## src/rtl/ctrl_pkg.sv

```systemverilog
// Shared types and constants for the RISC-V control unit: control-word layout,
// FSM state encoding, ALU/load-store/write-source/branch codes and opcodes.
package ctrl_pkg;

  // Field order is the bit order of the 21-bit ctrl_signals bus, MSB first.
  typedef struct packed {
    logic       write_en;
    logic [3:0] alu_sel;
    logic       alu_b_sel;
    logic       alu_a_sel;
    logic       mem_write;
    logic       mem_read;
    logic [1:0] ls_type;
    logic       load_unsigned;
    logic [1:0] write_src_sel;
    logic [2:0] branch_type;
    logic       stay;
    logic       memcpy_store;
    logic       counter_en;
    logic       counter_sel;
  } ctrl_t;

  typedef enum logic [1:0] {
    ST_BOOT     = 2'd0,
    ST_EXEC     = 2'd1,
    ST_MC_LOAD  = 2'd2,
    ST_MC_STORE = 2'd3
  } state_t;

  localparam logic [3:0] ALU_ADD   = 4'd0;
  localparam logic [3:0] ALU_SUB   = 4'd1;
  localparam logic [3:0] ALU_AND   = 4'd2;
  localparam logic [3:0] ALU_OR    = 4'd3;
  localparam logic [3:0] ALU_XOR   = 4'd4;
  localparam logic [3:0] ALU_SLL   = 4'd5;
  localparam logic [3:0] ALU_SRL   = 4'd6;
  localparam logic [3:0] ALU_SRA   = 4'd7;
  localparam logic [3:0] ALU_SLT   = 4'd8;
  localparam logic [3:0] ALU_SLTU  = 4'd9;
  localparam logic [3:0] ALU_PASSB = 4'd10;

  localparam logic [1:0] LS_BYTE = 2'd0;
  localparam logic [1:0] LS_HALF = 2'd1;
  localparam logic [1:0] LS_WORD = 2'd2;

  localparam logic [1:0] WS_ALU = 2'd0;
  localparam logic [1:0] WS_MEM = 2'd1;
  localparam logic [1:0] WS_PC4 = 2'd2;

  localparam logic [2:0] BR_NONE = 3'd0;
  localparam logic [2:0] BR_BEQ  = 3'd1;
  localparam logic [2:0] BR_BNE  = 3'd2;
  localparam logic [2:0] BR_BLT  = 3'd3;
  localparam logic [2:0] BR_BGE  = 3'd4;
  localparam logic [2:0] BR_BLTU = 3'd5;
  localparam logic [2:0] BR_BGEU = 3'd6;
  localparam logic [2:0] BR_JUMP = 3'd7;

  localparam logic [6:0] OP_REG    = 7'b0110011;
  localparam logic [6:0] OP_IMM    = 7'b0010011;
  localparam logic [6:0] OP_LUI    = 7'b0110111;
  localparam logic [6:0] OP_AUIPC  = 7'b0010111;
  localparam logic [6:0] OP_LOAD   = 7'b0000011;
  localparam logic [6:0] OP_STORE  = 7'b0100011;
  localparam logic [6:0] OP_BRANCH = 7'b1100011;
  localparam logic [6:0] OP_JAL    = 7'b1101111;
  localparam logic [6:0] OP_JALR   = 7'b1100111;

  localparam ctrl_t CTRL_NOP = '0;

  // SUB only exists for register-register ops; shifts use funct7[5] in both forms.
  function automatic logic [3:0] alu_op(input logic [2:0] funct3,
                                        input logic       funct7_b5,
                                        input logic       is_reg);
    case (funct3)
      3'b000:  alu_op = (is_reg && funct7_b5) ? ALU_SUB : ALU_ADD;
      3'b001:  alu_op = ALU_SLL;
      3'b010:  alu_op = ALU_SLT;
      3'b011:  alu_op = ALU_SLTU;
      3'b100:  alu_op = ALU_XOR;
      3'b101:  alu_op = funct7_b5 ? ALU_SRA : ALU_SRL;
      3'b110:  alu_op = ALU_OR;
      default: alu_op = ALU_AND;
    endcase
  endfunction

  function automatic logic [2:0] branch_of(input logic [2:0] funct3);
    case (funct3)
      3'b000:  branch_of = BR_BEQ;
      3'b001:  branch_of = BR_BNE;
      3'b100:  branch_of = BR_BLT;
      3'b101:  branch_of = BR_BGE;
      3'b110:  branch_of = BR_BLTU;
      3'b111:  branch_of = BR_BGEU;
      default: branch_of = BR_NONE;
    endcase
  endfunction

  function automatic logic [1:0] ls_of(input logic [1:0] size);
    case (size)
      2'b00:   ls_of = LS_BYTE;
      2'b01:   ls_of = LS_HALF;
      default: ls_of = LS_WORD;
    endcase
  endfunction

  function automatic ctrl_t ctrl_boot();
    ctrl_t c;
    c      = CTRL_NOP;
    c.stay = 1'b1;
    return c;
  endfunction

  function automatic ctrl_t ctrl_mc_load();
    ctrl_t c;
    c               = CTRL_NOP;
    c.write_en      = 1'b1;
    c.write_src_sel = WS_MEM;
    c.mem_read      = 1'b1;
    c.alu_sel       = ALU_ADD;
    c.alu_b_sel     = 1'b1;
    c.counter_sel   = 1'b1;
    c.stay          = 1'b1;
    return c;
  endfunction

  function automatic ctrl_t ctrl_mc_store();
    ctrl_t c;
    c              = CTRL_NOP;
    c.mem_write    = 1'b1;
    c.alu_sel      = ALU_ADD;
    c.alu_b_sel    = 1'b1;
    c.counter_sel  = 1'b1;
    c.memcpy_store = 1'b1;
    c.counter_en   = 1'b1;
    c.stay         = 1'b1;
    return c;
  endfunction

endpackage

```

## src/rtl/ctrl_fsm_decode.sv

```systemverilog
// Combinational single-cycle instruction decoder used in the EXEC state.
// Recognises the memcpy opcode only when CTRL_MEMCPY_EN is defined.
module ctrl_decode
  import ctrl_pkg::*;
#(
  parameter logic [6:0] MC_OPCODE = 7'b0001011,
  parameter logic [2:0] MC_FUNCT3 = 3'b000
) (
  input  logic [31:0] instruction,
  output ctrl_t       ctrl,
  output logic        illegal,
  output logic        is_memcpy
);

  logic [6:0]  opcode;
  logic [2:0]  funct3;
  logic        funct7_b5;
  logic [20:0] unused_instr_bits;

  assign opcode            = instruction[6:0];
  assign funct3            = instruction[14:12];
  assign funct7_b5         = instruction[30];
  assign unused_instr_bits = {instruction[31], instruction[29:15], instruction[11:7]};

`ifndef CTRL_MEMCPY_EN
  logic [9:0] unused_mc_id;
  assign unused_mc_id = {MC_OPCODE, MC_FUNCT3};
`endif

  always_comb begin
    ctrl      = CTRL_NOP;
    illegal   = 1'b0;
    is_memcpy = 1'b0;
    case (opcode)
      OP_REG: begin
        ctrl.write_en      = 1'b1;
        ctrl.write_src_sel = WS_ALU;
        ctrl.alu_sel       = alu_op(funct3, funct7_b5, 1'b1);
      end
      OP_IMM: begin
        ctrl.write_en      = 1'b1;
        ctrl.write_src_sel = WS_ALU;
        ctrl.alu_b_sel     = 1'b1;
        ctrl.alu_sel       = alu_op(funct3, funct7_b5, 1'b0);
      end
      OP_LUI: begin
        ctrl.write_en      = 1'b1;
        ctrl.write_src_sel = WS_ALU;
        ctrl.alu_sel       = ALU_PASSB;
        ctrl.alu_b_sel     = 1'b1;
      end
      OP_AUIPC: begin
        ctrl.write_en      = 1'b1;
        ctrl.write_src_sel = WS_ALU;
        ctrl.alu_sel       = ALU_ADD;
        ctrl.alu_a_sel     = 1'b1;
        ctrl.alu_b_sel     = 1'b1;
      end
      OP_LOAD: begin
        ctrl.write_en      = 1'b1;
        ctrl.write_src_sel = WS_MEM;
        ctrl.mem_read      = 1'b1;
        ctrl.alu_sel       = ALU_ADD;
        ctrl.alu_b_sel     = 1'b1;
        ctrl.ls_type       = ls_of(funct3[1:0]);
        ctrl.load_unsigned = funct3[2];
      end
      OP_STORE: begin
        ctrl.mem_write = 1'b1;
        ctrl.alu_sel   = ALU_ADD;
        ctrl.alu_b_sel = 1'b1;
        ctrl.ls_type   = ls_of(funct3[1:0]);
      end
      OP_BRANCH: begin
        ctrl.alu_sel     = ALU_SUB;
        ctrl.branch_type = branch_of(funct3);
      end
      OP_JAL: begin
        ctrl.write_en      = 1'b1;
        ctrl.write_src_sel = WS_PC4;
        ctrl.branch_type   = BR_JUMP;
        ctrl.alu_sel       = ALU_ADD;
        ctrl.alu_a_sel     = 1'b1;
        ctrl.alu_b_sel     = 1'b1;
      end
      OP_JALR: begin
        ctrl.write_en      = 1'b1;
        ctrl.write_src_sel = WS_PC4;
        ctrl.branch_type   = BR_JUMP;
        ctrl.alu_sel       = ALU_ADD;
        ctrl.alu_b_sel     = 1'b1;
      end
      default: begin
`ifdef CTRL_MEMCPY_EN
        if (opcode == MC_OPCODE && funct3 == MC_FUNCT3) is_memcpy = 1'b1;
        else                                            illegal   = 1'b1;
`else
        illegal = 1'b1;
`endif
      end
    endcase
  end

endmodule

```

## src/rtl/ctrl_fsm.sv

```systemverilog
// Multi-cycle control unit: boot bubble, single-cycle decode and memcpy load/store
// sequencing. The memcpy path is built only when CTRL_MEMCPY_EN is defined.
module ctrl_fsm
  import ctrl_pkg::*;
#(
  parameter logic [6:0] MC_OPCODE = 7'b0001011,
  parameter logic [2:0] MC_FUNCT3 = 3'b000
) (
  input  logic        clk,
  input  logic        rst,
  input  logic [31:0] instruction,
  input  logic        ex_no_stay,
  output logic [20:0] ctrl_signals,
  output logic        illegal_instr,
  output logic        mc_active
);

  state_t state;
  ctrl_t  dec_ctrl;
  logic   dec_illegal;
  logic   dec_memcpy;
  ctrl_t  ctrl_word;
  ctrl_t  out_word;

  ctrl_decode #(
    .MC_OPCODE (MC_OPCODE),
    .MC_FUNCT3 (MC_FUNCT3)
  ) u_decode (
    .instruction (instruction),
    .ctrl        (dec_ctrl),
    .illegal     (dec_illegal),
    .is_memcpy   (dec_memcpy)
  );

  // The EXEC cycle that decodes memcpy already performs the first load,
  // so the sequence always continues in MC_STORE.
  always_ff @(posedge clk) begin
    if (rst) begin
      state <= ST_BOOT;
    end else begin
      case (state)
        ST_BOOT: state <= ST_EXEC;
`ifdef CTRL_MEMCPY_EN
        ST_EXEC:     state <= dec_memcpy ? ST_MC_STORE : ST_EXEC;
        ST_MC_LOAD:  state <= ST_MC_STORE;
        ST_MC_STORE: state <= ex_no_stay ? ST_EXEC : ST_MC_LOAD;
`else
        ST_EXEC:     state <= ST_EXEC;
`endif
        default: state <= ST_BOOT;
      endcase
    end
  end

`ifndef CTRL_MEMCPY_EN
  logic unused_ex_no_stay;
  assign unused_ex_no_stay = ex_no_stay;
`endif

  // Outputs are Mealy; reset overrides the state so the bus is quiet immediately.
  always_comb begin
    ctrl_word     = ctrl_boot();
    illegal_instr = 1'b0;
    mc_active     = 1'b0;
    if (!rst) begin
      case (state)
        ST_EXEC: begin
          if (dec_memcpy) begin
            ctrl_word = ctrl_mc_load();
`ifdef CTRL_MEMCPY_EN
            mc_active = 1'b1;
`endif
          end else begin
            ctrl_word     = dec_ctrl;
            illegal_instr = dec_illegal;
          end
        end
`ifdef CTRL_MEMCPY_EN
        ST_MC_LOAD: begin
          ctrl_word = ctrl_mc_load();
          mc_active = 1'b1;
        end
        ST_MC_STORE: begin
          ctrl_word = ctrl_mc_store();
          mc_active = 1'b1;
        end
`endif
        default: ctrl_word = ctrl_boot();
      endcase
    end
  end

  always_comb begin
    out_word = ctrl_word;
`ifndef CTRL_MEMCPY_EN
    out_word.memcpy_store = 1'b0;
    out_word.counter_en   = 1'b0;
    out_word.counter_sel  = 1'b0;
`endif
  end

  assign ctrl_signals = out_word;

endmodule

```

## config.mk

```make
export PLATFORM = sky130hd
export DESIGN_NAME = ctrl_fsm
export DESIGN_NICKNAME = d
export VERILOG_FILES = /design/src/rtl/ctrl_pkg.sv /design/src/rtl/ctrl_fsm_decode.sv /design/src/rtl/ctrl_fsm.sv
export SDC_FILE = /design/constraint.sdc
export NUM_CORES = 1
export LEC_CHECK = 0
export BUFFER_PORTS_ARGS = -buffer_cell sky130_fd_sc_hd__buf_2
export CAP_MARGIN = 0
export CORE_MARGIN = 3
export CORE_UTILIZATION = 30
export DETAILED_ROUTE_END_ITERATION = 16
export PLACE_DENSITY = 0.89
export SKIP_LAST_GASP = 1
export SLEW_MARGIN = 0
export SYNTH_ARGS = -nofsm -noshare
export SYNTH_HDL_FRONTEND = slang
export SYNTH_SLANG_ARGS = --single-unit
```

## constraint.sdc

```tcl
create_clock -name clk -period 1.2 [get_ports clk]
set_input_delay 0 -clock clk [delete_from_list [all_inputs] [get_ports clk]]
set_output_delay 0 -clock clk [all_outputs]
set_load 0.1 [all_outputs]
```

**After elaboration in Yosys (flattened, before gate mapping)**

Index checks and enable logic that the tools add are counted.

- Mux-type cells: 22
- Equal/unequal tests: 18
- Reductions and logical operators: 10

Operators with widths:

| cell | number |
|---|---|
| 4-bit case mux with 7 select lines | 2 |
| 21-bit two-way mux | 2 |
| 7-bit by 6-bit equality test with 1-bit output (second input constant) | 3 |
| 7-bit equality test (second input constant) | 3 |
| 3-bit case mux with 6 select lines | 1 |
| 4-bit case mux with 4 select lines | 1 |
| 7-bit by 5-bit equality test with 1-bit output (second input constant) | 2 |
| 7-bit OR reduction | 2 |
| 3-bit equality test (second input constant) | 4 |
| 1-bit two-way mux | 12 |
| 9-bit OR reduction | 1 |
| 2-bit case mux with 2 select lines | 2 |
| 2-bit OR reduction | 4 |
| 7-bit by 2-bit equality test with 1-bit output (second input constant) | 1 |
| 3-bit by 2-bit equality test with 1-bit output (second input constant) | 2 |
| 3-bit case mux with 2 select lines | 1 |
| 2-bit by 1-bit equality test with 1-bit output (second input constant) | 2 |
| 2-bit zero test | 2 |
| 3-bit by 1-bit equality test with 1-bit output (second input constant) | 1 |
| 3-bit zero test | 1 |
| 2-bit two-way mux | 1 |

- Word-level logic and storage cells: 51
- Register bits after elaboration: 2

**Logic depth before layout (Yosys ltp)**

- Depth after elaboration: 5
- Mapped depth: 6
- Mapped depth without buffers: 4

**Hierarchy**

From an unflattened synthesis, not the netlist that was laid out.

- Cells, all modules: 102
- Area total of the unflattened synthesis: 613.1 um^2

By module, submodules not included:

| module | area an instance (um^2) | instances | cells an instance |
|---|---|---|---|
| ctrl_decode | 390.4 | 1 | 68 |
| ctrl_fsm | 222.7 | 1 | 34 |

**Worst setup path after synthesis**

Ideal clock, no wire load.

- Path type: reg-to-output
- From: register state[0]
- To: output ctrl_signals[17]
- Data required time: 1.200 ns
- Arrival: 3.646 ns
- Path slack: -2.446 ns
- Cell stages (with the launch flop): 4
- Buffers on the path: 1
- Cell sequence: dfxtp_1 > nand2b_1 > buf_2 > nor4_1

- Word-level cells in the longest chain between the ends: 3

RTL lines:

| what | RTL line | source |
|---|---|---|
| start, declared | ctrl_fsm.sv:18 | `state_t state;` |
| start signal, assigned | ctrl_fsm.sv:39 | `state <= ST_BOOT;` |
| start signal, assigned | ctrl_fsm.sv:42 | `ST_BOOT: state <= ST_EXEC;` |
| start signal, assigned | ctrl_fsm.sv:48 | `ST_EXEC: state <= ST_EXEC;` |
| 2-bit by 1-bit equality test with 1-bit output | ctrl_fsm.sv:66 | `case (state)` |
| 21-bit two-way mux | ctrl_fsm.sv:66 |  |
| 21-bit two-way mux | ctrl_fsm.sv:65 | `if (!rst) begin` |
| end, declared | ctrl_fsm.sv:13 | `output logic [20:0] ctrl_signals,` |

No other way between the ends.

**Worst setup path in the final report**

- From: input instruction[6]
- To: output ctrl_signals[18]

- Word-level cells in the longest chain between the ends: 4

RTL lines:

| what | RTL line | source |
|---|---|---|
| start, declared | ctrl_fsm.sv:11 | `input logic [31:0] instruction,` |
| 7-bit equality test, or another cell as far along | ctrl_fsm_decode.sv:34 | `case (opcode)` |
| 4-bit case mux with 4 select lines * | ctrl_fsm_decode.sv:34 |  |
| 21-bit two-way mux * | ctrl_fsm.sv:66 |  |
| 21-bit two-way mux * | ctrl_fsm.sv:65 |  |

Mark *: on every way between the ends. The rest lies on a longest branch, timed or not.

==> summary.md <==
| Metric | Value |
|---|---|
| Number of routed nets with antenna violations | `0` |
| Share of the synthesized area in the top cell type | `10.3%` |
| Post-synthesis sequential area ratio | `4.57%` |
| Gate power share | `approximately nine tenths` |
| Synth unique cells | `31` |
| Seq cells post-synth | `1` |
| Max-cap violations | `0` |
| Post-synth EDFFs | `0` |
| Worst IR drop on VDD | `0.000256 V` |
| IO Count | `58` |
| Inst Count DP | `around 130` |
| Area of placed instances | `1100 um^2` |
| DRC violations left | `0` |
| Gpl congestion | `0.856` |
| Min-delay src | `rst` |
| Hold_ws | `0.198 ns` |
| Top flop regs | `state x1` |
| Reg clk slew, reported paths | `0 ns` |
| Startpoint types | `input pin` |
| Seq pwr share | `10.8%` |
| Port Buffers | `31` |
| Internal power | `0.000136 W` |
| GRT Residual Overflow | `0` |
| Fmax | `799 MHz` |
| P_leak | `0.495 nW` |
| Wirelength per Cell | `15.5 um` |
| First-pass GRT wire length | `2.90 mm` |
| Most used DFF post-synth | `dfxtp_1` |
| Pins Over Slew Limit | `0` |
| Hold Path Depth | `2` |
| Clock power frac | `0%` |
| WP data arrival | `1.25 ns` |
| CP max stage delay | `~0.28 ns` |
| Endpoint class of the critical path | `output port` |
| PD cells | `294 nW/um^2` |
| Sw power | `0.000215 W` |
| Number of DRC markers in iteration 0 | `24` |
| FP Rows | `13` |
| Most flop-heavy register | `state` |
| Min cycle time layout | `1.25 ns` |
| Layout cells sized above 1 | `69.0%` |
| Endpoints failing setup | `3` |
| Die width | `44.2 um` |
| Fin area | `1200 um^2` |
| Starting Density | `32.8%` |
| Endpoints failing hold | `0` |
| Hold Path End | `state[0]` |
| Total wire length | `between 1.5 and 2 mm` |
| Final WS setup | `-0.0523 ns` |
| Via count | `709` |
| HPWL Detailed | `around 1.6 mm` |
| Failing checks | `negative setup slack` |
| Period utilization | `104%` |
| Ant diodes | `0` |
| Vias in the first global route | `667` |
| Vias/cell | `5.54` |
| Kind of cell adding the most delay to the critical path | `simple AND/OR/NAND/NOR gates` |
| Total GRT Usage | `18.4%` |
| DP Worst Slack | `-0.111 ns` |
| Initial antenna violation count | `0` |
| Placeable Area | `between 1000 and 1500 um^2` |
| Netlist Area Pre-Place | `438 um^2` |
| Outcome | `finished, violations left` |
| Synth Warn # | `0` |
| Hold WC Path Type | `in -> reg` |
| Cell count after synthesis | `71` |
| Full die area | `1950 um^2` |
| WS Path Type | `in -> out` |
| Layout Cells excl Fill | `128` |
| CP max FO | `6` |
| Area Overhead vs Synth | `173%` |
| Hold Buf Count CTS | `0` |
| Mean area per synthesized cell | `6.17 um^2` |
| Pre-Repair DR Iteration Count | `4` |
| Worst Path Buf+Inv | `2` |
| Post-synth ARST share | `0%` |
| Crit-path cells | `buf_2 -> nand2b_1 -> nor2_1 -> o21ai_4 -> nor4_4 -> buf_12` |
| Pin count of the biggest net entering global routing | `9` |
| Unrepaired setup endpoints after global routing | `yes` |
| Fin nets | `150` |
| Die H | `44.2 um` |
| Max reg flops | `1` |
| Critical path's slowest cell | `nor4_4` |
| Area leader, netlist | `buf_4` |
| Top post-synthesis cells by area | `buf_4 10%, nor2_1 9.4%, a21oi_1 6.9%` |
| Net Sw Frac | `approximately 60%` |
| Required time of the worst setup path | `1.20 ns` |
Yosys cell counts, types with 2 or more instances:
cell / count
nor2_1: 11
buf_4: 6
nand2_1: 5
o21ai_0: 3
nand3b_1: 2
a21oi_1: 6
inv_1: 6
nor3_1: 3
nand2b_1: 3
nor2b_1: 2
and3_1: 2
o22ai_1: 2
nor4_2: 2
power groups by stage:
stage                     combinational, W  clock [W]  sequential [W]
after floorplan                   0.000207          0       0.0000367
after global placement            0.000274          0       0.0000368
after detailed placement          0.000284          0       0.0000371
after CTS                         0.000285          0       0.0000371
after global routing              0.000327          0       0.0000380
final                             0.000314          0       0.0000380
layout by cell type, fill, tap and decap left out, types with 3 or more instances in the layout:
| cell | synthesis | final |
|---|---|---|
| nor2_4 | 0 | 5 |
| inv_1 | 6 | 5 |
| conb_1 | 1 | 4 |
| buf_12 | 0 | 19 |
| nor4_4 | 0 | 3 |
| nand2_1 | 5 | 3 |
| buf_4 | 6 | 14 |
| nor2_1 | 11 | 6 |
| buf_6 | 0 | 4 |
| buf_2 | 1 | 10 |
| o21ai_4 | 0 | 3 |
| a21oi_1 | 6 | 4 |
per-layer routing:
| layer | share of wire [%] | global-route usage (%) | vias up |
|---|---|---|---|
| li1 | - | - | 324 |
| met1 | 36 | 20.1 | 345 |
| met2 | 56 | 38.1 | 36 |
| met3 | 5.9 | 1.22 | 4 |
| met4 | 2.2 | 3.01 | 0 |
| met5 | 0 | 0 | - |
per-stage QoR:
stage | utilization [%] | total power [W] | setup TNS, ns
finish | 89.7 | 0.000352 | -0.104
global route | 89.7 | 0.000365 | -0.500
CTS | 82.7 | 0.000323 | -0.193
detailed placement | 82.4 | 0.000321 | -0.439
global placement | 82.4 | 0.000311 | -0.0613
floorplan | - | 0.000244 | -6.93
final cells by class:
class | count | area [um^2]
inverter | 6 | 26.3
fill | 60 | 138
timing repair buffer | 47 | 581
sequential | 1 | 21.3
tap | 15 | 18.8
multi-input combinational | 59 | 549
cells by family (layout without fill, tap and decap cells):
group,after synthesis,count (layout),share of synthesized area (%)
AND/OR/NAND/NOR,37,37,50.9
AO/OA/AOI/OAI,16,16,21.7
buffers and inverters,14,53,17.7
other,1,4,0.856
XOR/XNOR,1,1,2.00
multiplexers,1,1,2.29
flip-flops,1,1,4.57
how the worst max path moves through the flow:
| stage | from | end | slack, ns | cells past startpoint |
|---|---|---|---|---|
| 6_report | instruction[6] | ctrl_signals[18] | -0.05 | 6 |
| 4_1_cts | state[0] | ctrl_signals[20] | -0.05 | 5 |
| 3_5_place_dp | state[0] | ctrl_signals[20] | -0.11 | 5 |
| 3_3_place_gp | state[0] | ctrl_signals[9] | -0.03 | 5 |
| 5_1_grt | instruction[6] | ctrl_signals[18] | -0.10 | 6 |
| 2_1_floorplan | state[0] | ctrl_signals[18] | -0.74 | 5 |
timing repair:
item / CTS / global route
buffers inserted: 0 / 3
setup endpoints to repair: 6 / 14
pin swaps: 2 / 5
gates resized for setup: 2 / 14
Note: power is estimated with default switching activity, not from simulation.
